File: src/rtl/ckt_sweep_pkg.sv
// Shared types, constants and the golden model for the ckt sweep checker.
package ckt_sweep_pkg;

  typedef enum logic [1:0] {
    IDLE   = 2'd0,
    SETTLE = 2'd1,
    SAMPLE = 2'd2,
    DONE   = 2'd3
  } sweep_state_t;

  localparam logic [2:0] VEC_LAST = 3'd7;

  // Reference behaviour of X = (A&B) | (~B&C) for vec = {a,b,c}.
  function automatic logic ckt_golden_f(input logic [2:0] vec);
    return vec[1] ? vec[2] : vec[0];
  endfunction

endpackage

File: src/rtl/ckt_sweep_ctrl.sv
// Sweep sequencer: walks the 3-bit vector counter through 0..7, holding each
// vector for SETTLE_CYCLES+2 cycles (SETTLE phase plus one SAMPLE cycle).
// State is exposed on state_o so checkers can bind to it directly.
module ckt_sweep_ctrl
  import ckt_sweep_pkg::*;
#(
  parameter int SETTLE_CYCLES = 2
) (
  input  logic         clk,
  input  logic         rst,
  input  logic         start,
  input  logic         stop_req,   // early termination request from the compare logic
  output sweep_state_t state_o,
  output logic [2:0]   vec_o,
  output logic         launch_o,   // start accepted this cycle
  output logic         sample_o,   // x is being compared this cycle
  output logic         finish_o    // this SAMPLE is the last of the sweep
);

  localparam int CNT_W = (SETTLE_CYCLES < 1) ? 1 : $clog2(SETTLE_CYCLES + 1);
  localparam logic [CNT_W-1:0] SETTLE_CNT = CNT_W'(SETTLE_CYCLES);

  sweep_state_t     state_q, state_d;
  logic [2:0]       vec_q, vec_d;
  logic [CNT_W-1:0] cnt_q, cnt_d;

  // State and counter registers, cleared asynchronously so a reset aborts a sweep at once.
  always_ff @(posedge clk or posedge rst) begin
    if (rst) begin
      state_q <= IDLE;
      vec_q   <= 3'd0;
      cnt_q   <= '0;
    end else begin
      state_q <= state_d;
      vec_q   <= vec_d;
      cnt_q   <= cnt_d;
    end
  end

  // Next-state and counter logic; start is only honoured when no sweep is running.
  always_comb begin
    state_d  = state_q;
    vec_d    = vec_q;
    cnt_d    = cnt_q;
    launch_o = 1'b0;
    sample_o = 1'b0;
    finish_o = 1'b0;
    case (state_q)
      IDLE, DONE: begin
        if (start) begin
          launch_o = 1'b1;
          vec_d    = 3'd0;
          cnt_d    = SETTLE_CNT;
          state_d  = SETTLE;
        end
      end
      SETTLE: begin
        if (cnt_q == '0) begin
          state_d = SAMPLE;
        end else begin
          cnt_d = cnt_q - CNT_W'(1);
        end
      end
      SAMPLE: begin
        sample_o = 1'b1;
        if ((vec_q == VEC_LAST) || stop_req) begin
          finish_o = 1'b1;
          state_d  = DONE;
        end else begin
          vec_d   = vec_q + 3'd1;
          cnt_d   = SETTLE_CNT;
          state_d = SETTLE;
        end
      end
      default: state_d = IDLE;
    endcase
  end

  assign state_o = state_q;
  assign vec_o   = vec_q;

endmodule

File: config.mk
export PLATFORM = sky130hd
export DESIGN_NAME = ckt_sweep_ctrl
export DESIGN_NICKNAME = d
export VERILOG_FILES = /design/src/rtl/ckt_sweep_pkg.sv /design/src/rtl/ckt_sweep_ctrl.sv
export SDC_FILE = /design/constraint.sdc
export NUM_CORES = 1
export LEC_CHECK = 0
export ABC_AREA = 1
export BUFFER_PORTS_ARGS = -buffer_cell sky130_fd_sc_hd__buf_4
export CAP_MARGIN = 20
export CELL_PAD_IN_SITES_DETAIL_PLACEMENT = 1
export CELL_PAD_IN_SITES_GLOBAL_PLACEMENT = 1
export CORE_MARGIN = 2
export CORE_UTILIZATION = 37
export DETAILED_ROUTE_END_ITERATION = 7
export GPL_TIMING_DRIVEN = 0
export PLACE_DENSITY_LB_ADDON = 0.1
export SETUP_SLACK_MARGIN = 0.2
export SLEW_MARGIN = 20
export SYNTH_ARGS = -nofsm -noshare
export SYNTH_HDL_FRONTEND = slang
export SYNTH_SLANG_ARGS = --single-unit
File: constraint.sdc
create_clock -name clk -period 4.61 [get_ports clk]
set_clock_uncertainty 0.15 [all_clocks]
set_input_delay 0.922 -clock clk [delete_from_list [all_inputs] [get_ports clk]]
set_output_delay 0.922 -clock clk [all_outputs]
set_load 0.1 [all_outputs]
==> qor.txt, run 1 <==
Number of setup buffers added after CTS - 0
CTS buffer count - 3
Setup repair after global routing missed its margin - no
TritonCTS clock tree - done
Crit share post-route - 61.7%
Most common library cell in the layout ignoring fill and taps - nand2_1
Hold path endpoint - cnt_q[1]$_DFFE_PP0P_
Post-place instance area - 591 um2
Synth Area per Inst - 7.53 um2
Maximum operating frequency - 352 MHz
Hold Crit Depth - 2
Post-CTS Resized - 0
Total half-perimeter wirelength after legalization and detailed placement - 853 um
Synth top area cells - dfrtp_1 (36%), nand2_1 (16%), ha_1 (15%), inv_1 (10%), nand3_1 (5.1%)
Cell type with the highest occurrence count on the critical path - ha_1
Startpoint of the worst hold path - cnt_q[1]$_DFFE_PP0P_
Global-route wire length before repair - 1640 um
Combined global-route utilization of all metal layers - 15.6%
DR vias - 439
Fin. Hold Viols - 0
Pin count of the biggest net entering global routing - 10
Die W - 40.4 um
Maximum clock insertion buffer count - 2
Router iterations before antenna repair - 1
Max-slew violation count - 0
Family with the most delay on the worst path - flip-flops
Initial DRC count - 0
Antenna-violating nets left - 0
Number of instances in the synthesized netlist - 65
Effective utilization at floorplan - 38.6%
Status - completed
Post-synthesis net count - 75
Mapped cell area - 489 um2
Final instance area - 617 um2
Endpoint arrival time on the critical path - 1.77 ns
Final routed wire length divided by cell count - 10.3 um
Number of remaining DRC errors - 0
Crit-path max cell delay - 0.40 ns
Clk sink count - 7
Total core area - 1270 um2
Worst-path cell with the longest stage delay - dfrtp_1
Number of buffers and inverters on the critical path - 2
Headroom to the max-slew limit - 70.7%
Finished Core Util - 48.6%
Number of global-route vias before repair - 431
Vias per Instance - 4.62
Number of antenna violations at the first check in global routing - 0
Internal reg-to-reg setup slack - 2.90 ns
Area enclosed by the die boundary - 1630 um2
Clock period minus final worst setup slack - 2.84 ns
CP Data Required Time - 3.54 ns
Total congestion overflow after global routing - 0
Top library cells by usage in the layout, fill and taps aside - nand2_1 (21), inv_1 (13), buf_4 (11)
Count of unique library cells instantiated by Yosys - 13
Crit path capture type - primary output
Area added between synthesis and finish - 26.1%
Total of flip-flops plus latches after synthesis - 7
Proportion of netlist area held by the largest area contributor - 35.8%
Post-Route Setup TNS - 0 ns
Number of diodes - 0
Crit path max fanout - 9
Count of warnings emitted by yosys - 0
Number of levels in the clock H-tree - 1
Clock latency of the later-clocked register in the worst-skew pair - 0.24 ns
Crit path kind - flip-flop to primary output
CTS root buf - clkbuf_4
Post-synthesis sequential area ratio - 35.8%
Post-layout nets - 91
Chain of cells forming the critical path - ha_1 -> ha_1 -> o21ai_2 -> inv_1 -> buf_4
Count of buffers from port buffering - 11
Depth of the most critical reg-to-reg path - 6
Die boundary height - 40.4 um
Number of setup violations in the final report - 0
Hold buffer count at CTS - 0
Min-delay worst type - flip-flop to flip-flop
Worst Max-Slew Pin Slew - 0.439 ns
Clock transition at the registers of the reported paths - 0.05 ns
Endpoint of the worst-slack reg-to-reg timing path - vec_o[1]$_DFFE_PP0P_
Leading area contributor after synthesis - dfrtp_1
Std-Cell Rows - 13
I/O pin cnt - 12
Origin of the critical flop-to-flop path - vec_o[0]$_DFFE_PP0P_
Max capacitance violation total - 0
Category of the worst setup path launch point - flip-flop
Weighted congestion at the end of routability-driven global placement - 0.679
Detailed Route WL - 976 um
Share of layout cells above drive strength 1 - 28.7%
[flip-flops by register name (all words and copies together), names as in the netlist]
name / cells
cnt_q: 2
state_o: 2
vec_o: 3
[cells in the mapped netlist]
library cell	instances
nand2_1	21
inv_1	13
dfrtp_1	7
ha_1	6
nand3_1	5
nand2_2	2
nor2_1	2
nor2_2	2
nor2_4	2
o21ai_2	2
a21oi_1	1
inv_2	1
o21ai_0	1
[worst max-delay path by stage]
stage                     endpoint                   start  cells after the start
final                     finish_o    vec_o[0]$_DFFE_PP0P_                      5
after global routing      finish_o    vec_o[0]$_DFFE_PP0P_                      5
after CTS                 finish_o    vec_o[0]$_DFFE_PP0P_                      5
after detailed placement  finish_o                stop_req                      4
after global placement    finish_o                stop_req                      4
after floorplan           finish_o  state_o[1]$_DFFE_PP0P_                      3
[cell families (layout without fill, tap and decap cells)]
| group | count (synthesis) | count (layout) | synth area share [%] |
|---|---|---|---|
| adder cells (fa/ha/maj) | 6 | 6 | 15.3 |
| flip-flops | 7 | 7 | 35.8 |
| AO/OA/AOI/OAI | 4 | 4 | 5.63 |
| AND/OR/NAND/NOR | 34 | 34 | 32.5 |
| buffers and inverters | 14 | 29 | 10.7 |
[tightest hold or removal path: cells and delay by family (launching register included)]
| family | cells | cell delay [ns] |
|---|---|---|
| flip-flops | 1 | 0.35 |
| AND/OR/NAND/NOR | 2 | 0.11 |
[metrics by stage]
| stage | worst slack (ns) | std cells | hold slack [ns] |
|---|---|---|---|
| 6_report | 1.77 | 95 | 0.337 |
| 3_5_place_dp | 1.80 | 91 | 0.325 |
| 4_1_cts | 1.72 | 95 | 0.337 |
| 3_3_place_gp | 1.85 | 91 | 0.320 |
| 2_1_floorplan | 0.584 | 65 | 0.291 |
| 5_1_grt | 1.64 | 95 | 0.391 |
[routing by layer]
metal	part of all wire, %	GRT usage (%)	wire length (um)	vias up
met1	43	15.3	417	197
met2	54	29.0	529	12
li1	-	-	-	230
met5	0	0	0	-
met3	3.0	3.33	29	0
met4	0	10.0	0	0
[layout make-up]
class                           instances  area, um2
Timing Repair Buffer                   11       82.6
Inverter                               14       52.6
Fill cell                             174        652
Sequential cell                         7        175
Clock buffer                            4       26.3
Multi-Input combinational cell         44        262
Tap cell                               15       18.8
Power of run 1 is left out: the tool's default activity adds up to more than one toggle a clock period on the data nets, which glitch-free logic cannot reach.
==> run 2, diff against run 1 <==
- CORE_UTILIZATION: 37 -> 35
- clock period: 4.61 -> 2.7 ns (I/O delays scaled with it)
==> run 2 against run 1 <==
  * Routed wire length up 5.3%
  * Die area rose by 5.1%
  * Via count rose by 3.4%
  * Cell area rose by 6.9%
  * Register-to-register slack worse by 2.0 ns
  * Critical path depth stayed put
  * Worst setup slack got worse by 1.4 ns
  * Worst hold slack lost 0.27 ns
  * Sequential share of layout area decreased by 0.12 points
  * Sequential cell count is the same
  * First-iteration DRC count grew 2
  * Highest routed layer is now met4
==> qor.txt, run 2 (synthesis results as in run 1) <==
Status - completed
Origin of the critical flop-to-flop path - vec_o[0]$_DFFE_PP0P_
Depth of the most critical reg-to-reg path - 7
Crit path capture type - primary output
Count of buffers from port buffering - 11
Final routed wire length divided by cell count - 10.7 um
Post-Route Setup TNS - 0 ns
Clk sink count - 7
Detailed Route WL - 1030 um
Top library cells by usage in the layout, fill and taps aside - nand2_1 (21), inv_1 (12), buf_4 (12)
Max reg flops - 3
DR vias - 454
Fin. Hold Viols - 0
TritonCTS clock tree - done
Total congestion overflow after global routing - 0
Initial DRC count - 2
Crit share post-route - 87.8%
Hold buffer count at CTS - 0
Clock period minus final worst setup slack - 2.37 ns
Total core area - 1300 um2
Clock latency of the later-clocked register in the worst-skew pair - 0.25 ns
Number of diodes - 0
Combined global-route utilization of all metal layers - 15.9%
Number of levels in the clock H-tree - 1
Maximum clock insertion buffer count - 2
Share of layout cells above drive strength 1 - 38.3%
Maximum operating frequency - 422 MHz
Min-delay worst type - input pin to asynchronous set/reset pin
CTS root buf - clkbuf_4
Die W - 41.4 um
Std-Cell Rows - 13
Area added between synthesis and finish - 34.8%
Headroom to the max-slew limit - 81.5%
Max capacitance violation total - 0
Effective utilization at floorplan - 37.6%
Number of remaining DRC errors - 0
Pin count of the biggest net entering global routing - 9
Timing startpoint of the critical path - vec_o[0]$_DFFE_PP0P_
Setup repair after global routing missed its margin - no
Number of global-route vias before repair - 418
Critical path endpoint - finish_o
Crit path max fanout - 4
Global-route wire length before repair - 1650 um
Clock transition at the registers of the reported paths - 0.05 ns
Antenna-violating nets left - 0
Router iterations before antenna repair - 4
Weighted congestion at the end of routability-driven global placement - 0.671
Most common library cell in the layout ignoring fill and taps - nand2_1
Number of setup buffers added after CTS - 1
Endpoint arrival time on the critical path - 1.68 ns
Number of antenna violations at the first check in global routing - 0
Die boundary height - 41.4 um
Crit path kind - flip-flop to primary output
Post-layout nets - 92
Category of the worst setup path launch point - flip-flop
CP Data Required Time - 2.01 ns
Number of setup violations in the final report - 0
Post-CTS Resized - 0
Endpoint of the worst-slack reg-to-reg timing path - vec_o[1]$_DFFE_PP0P_
Internal reg-to-reg setup slack - 0.94 ns
Vias per Instance - 4.73
Total half-perimeter wirelength after legalization and detailed placement - 849 um
Area enclosed by the die boundary - 1710 um2
CTS buffer count - 3
Max-slew violation count - 0
Worst Max-Slew Pin Slew - 0.279 ns
I/O pin cnt - 12
==> run 2: metrics by stage <==
stage / instance area (um2) / hold WS, ns / instances / utilization (%) / worst slack (ns)
2_1_floorplan: 524 / 0.193 / 65 / - / 0.206
4_1_cts: 659 / 0.0685 / 96 / 50.7 / 0.312
6_report: 659 / 0.0638 / 96 / 50.7 / 0.329
5_1_grt: 659 / 0.0878 / 96 / 50.7 / 0.260
3_3_place_gp: 626 / 0.324 / 91 / 48.1 / 0.462
3_5_place_dp: 626 / 0.327 / 91 / 48.1 / 0.443
==> run 2: worst max-delay path: stages (launching register included) <==
cell and delay, ns:
dfrtp_4 0.49, ha_1 0.20, ha_1 0.21, o21ai_4 0.20
clkinvlp_4 0.09, buf_4 0.23
==> run 2: worst min-delay path by stage <==
stage	from	endpoint	slack, ns	cells past startpoint
after floorplan	rst	cnt_q[0]$_DFFE_PP0P_	0.19	1
after global placement	cnt_q[1]$_DFFE_PP0P_	cnt_q[1]$_DFFE_PP0P_	0.32	2
after detailed placement	cnt_q[1]$_DFFE_PP0P_	cnt_q[1]$_DFFE_PP0P_	0.33	2
after CTS	rst	cnt_q[1]$_DFFE_PP0P_	0.07	2
after global routing	rst	state_o[1]$_DFFE_PP0P_	0.09	2
final	rst	cnt_q[1]$_DFFE_PP0P_	0.06	2
==> run 2: metal layers <==
layer / vias up / part of all wire (%) / GRT usage [%] / wire (um)
met5: - / 0 / 0 / 0
met2: 13 / 52 / 27.7 / 533
met1: 208 / 42 / 15.6 / 428
met4: 0 / 3.1 / 12.1 / 32
met3: 5 / 3.2 / 4.79 / 33
li1: 228 / - / - / -
==> run 2: layout make-up <==
type / instances / area [um2]
Clock buffer: 4 / 26.3
Fill cell: 177 / 642
Tap cell: 15 / 18.8
Sequential cell: 7 / 186
Inverter: 14 / 56.3
Timing Repair Buffer: 12 / 90.1
Multi-Input combinational cell: 44 / 282
Power of run 2 is left out for the same reason.
==> run 3, diff against run 2 <==
--- a/config.mk
+++ b/config.mk
@@ -16,3 +16,3 @@
 export GPL_TIMING_DRIVEN = 0
-export PLACE_DENSITY_LB_ADDON = 0.1
+export PLACE_DENSITY = 0.73
 export SETUP_SLACK_MARGIN = 0.2
==> constraint.sdc (replaced) <==
create_clock -name clk -period 2.7 [get_ports clk]
set_clock_uncertainty 0.15 [all_clocks]
set_input_delay 0.27 -clock clk [delete_from_list [all_inputs] [get_ports clk]]
set_output_delay 0.27 -clock clk [all_outputs]
set_load 0.1 [all_outputs]
==> run 3 against run 2 <==
  * Die area unchanged
  * First-iteration DRC count shrank 100%
  * Worst hold slack better by 0.13 ns
  * Non-clock buffer count stayed put
  * Sequential cell count stayed put
  * Global-route usage shrank 0.62 points
  * Largest cell class unchanged
==> qor.txt, run 3 (synthesis results as in run 1) <==
Status - completed
Chain of cells forming the critical path - ha_1 -> ha_1 -> o21ai_2 -> clkinvlp_4 -> buf_4
Maximum operating frequency - 434 MHz
Cell type with the highest occurrence count on the critical path - ha_1
Die boundary height - 41.4 um
Post-Route Setup TNS - 0 ns
Number of antenna violations at the first check in global routing - 0
Max-slew violation count - 0
Crit path kind - flip-flop to primary output
Final instance area - 638 um2
Final routed wire length divided by cell count - 10.2 um
Category of the worst setup path launch point - flip-flop
Worst Hold Margin - 0.192 ns
Post-layout nets - 92
TritonCTS clock tree - done
Clock transition at the registers of the reported paths - 0.05 ns
I/O pin cnt - 12
Clock latency of the later-clocked register in the worst-skew pair - 0.24 ns
Worst-path cell with the longest stage delay - dfrtp_2
Number of diodes - 0
Max reg flops - 3
Number of global-route vias before repair - 394
Total congestion overflow after global routing - 0
Number of setup violations in the final report - 0
Worst Max-Slew Pin Slew - 0.483 ns
CP Data Required Time - 2.28 ns
Number of remaining DRC errors - 0
Crit path max fanout - 9
Top library cells by usage in the layout, fill and taps aside - nand2_1 (21), inv_1 (12), buf_4 (11)
Router iterations before antenna repair - 1
Count of buffers from port buffering - 11
Crit share post-route - 85.3%
Area added between synthesis and finish - 30.4%
Clk sink count - 7
Initial DRC count - 0
Post-place instance area - 602 um2
Fin. Hold Viols - 0
DR vias - 440
Share of layout cells above drive strength 1 - 35.8%
Std-Cell Rows - 13
Pin count of the biggest net entering global routing - 10
Area enclosed by the die boundary - 1710 um2
CTS root buf - clkbuf_4
Most common library cell in the layout ignoring fill and taps - nand2_1
Combined global-route utilization of all metal layers - 15.3%
Total half-perimeter wirelength after legalization and detailed placement - 832 um
Detailed Route WL - 983 um
Crit path capture type - primary output
Total core area - 1300 um2
Clock period minus final worst setup slack - 2.30 ns
Crit-path max cell delay - 0.42 ns
Min-delay worst type - input pin to flip-flop
Global-route wire length before repair - 1590 um
CTS buffer count - 3
Setup repair after global routing missed its margin - no
Endpoint arrival time on the critical path - 1.88 ns
Vias per Instance - 4.58
Max capacitance violation total - 0
Weighted congestion at the end of routability-driven global placement - 0.634
Antenna-violating nets left - 0
Maximum clock insertion buffer count - 2
Die W - 41.4 um
Headroom to the max-slew limit - 67.8%
Number of levels in the clock H-tree - 1
Effective utilization at floorplan - 37.6%
-- run 3: through the flow --
step | util (%) | worst slack [ns] | std cells
6_report | 49.0 | 0.396 | 96
5_1_grt | 49.0 | 0.283 | 96
4_1_cts | 49.0 | 0.365 | 96
3_5_place_dp | 46.3 | 0.633 | 91
3_3_place_gp | 46.3 | 0.664 | 91
2_1_floorplan | - | 0.237 | 65
-- run 3: what timing repair did --
action / 4_1_cts / 5_1_grt
buffers inserted: 0 / 0
endpoints found under the hold margin: 7 / 0
hold buffers: 1 / 0
resized for setup: 0 / 0
-- run 3: area by class of cell --
class	instances	area [um2]
Clock buffer	4	26.3
Inverter	14	56.3
Tap cell	15	18.8
Multi-Input combinational cell	44	264
Fill cell	173	663
Sequential cell	7	180
Timing Repair Buffer	12	92.6
-- run 3: path summary, 6_finish.rpt --
kind                                 startpoint                endpoint  slack [ns]  depth (start not counted)
setup / recovery           vec_o[0]$_DFFE_PP0P_                finish_o        0.40                          5
min in group asynchronous                   rst    vec_o[2]$_DFFE_PP0P_        0.38                          3
max in group asynchronous                   rst    vec_o[0]$_DFFE_PP0P_        1.79                          3
hold reg to reg            cnt_q[1]$_DFFE_PP0P_    cnt_q[1]$_DFFE_PP0P_        0.35                          2
hold / removal                            start  state_o[1]$_DFFE_PP0P_        0.19                          4
setup reg to reg           vec_o[0]$_DFFE_PP0P_    vec_o[2]$_DFFE_PP0P_        0.93                          6
-- run 3: worst max-delay path: cells and delay by family, from the launching register on --
family	cells	cell delay (ns)
fa+ha+maj	2	0.40
compound gates	1	0.42
flops	1	0.42
buf+inv	2	0.40
-- run 3: layer usage --
layer	vias to the layer above	global-route usage, %	routed length, um
met5	-	0	0
met4	0	12.1	19
met3	2	4.79	36
met2	9	24.2	480
met1	201	16.7	447
li1	228	-	-
Power of run 3 is left out for the same reason.
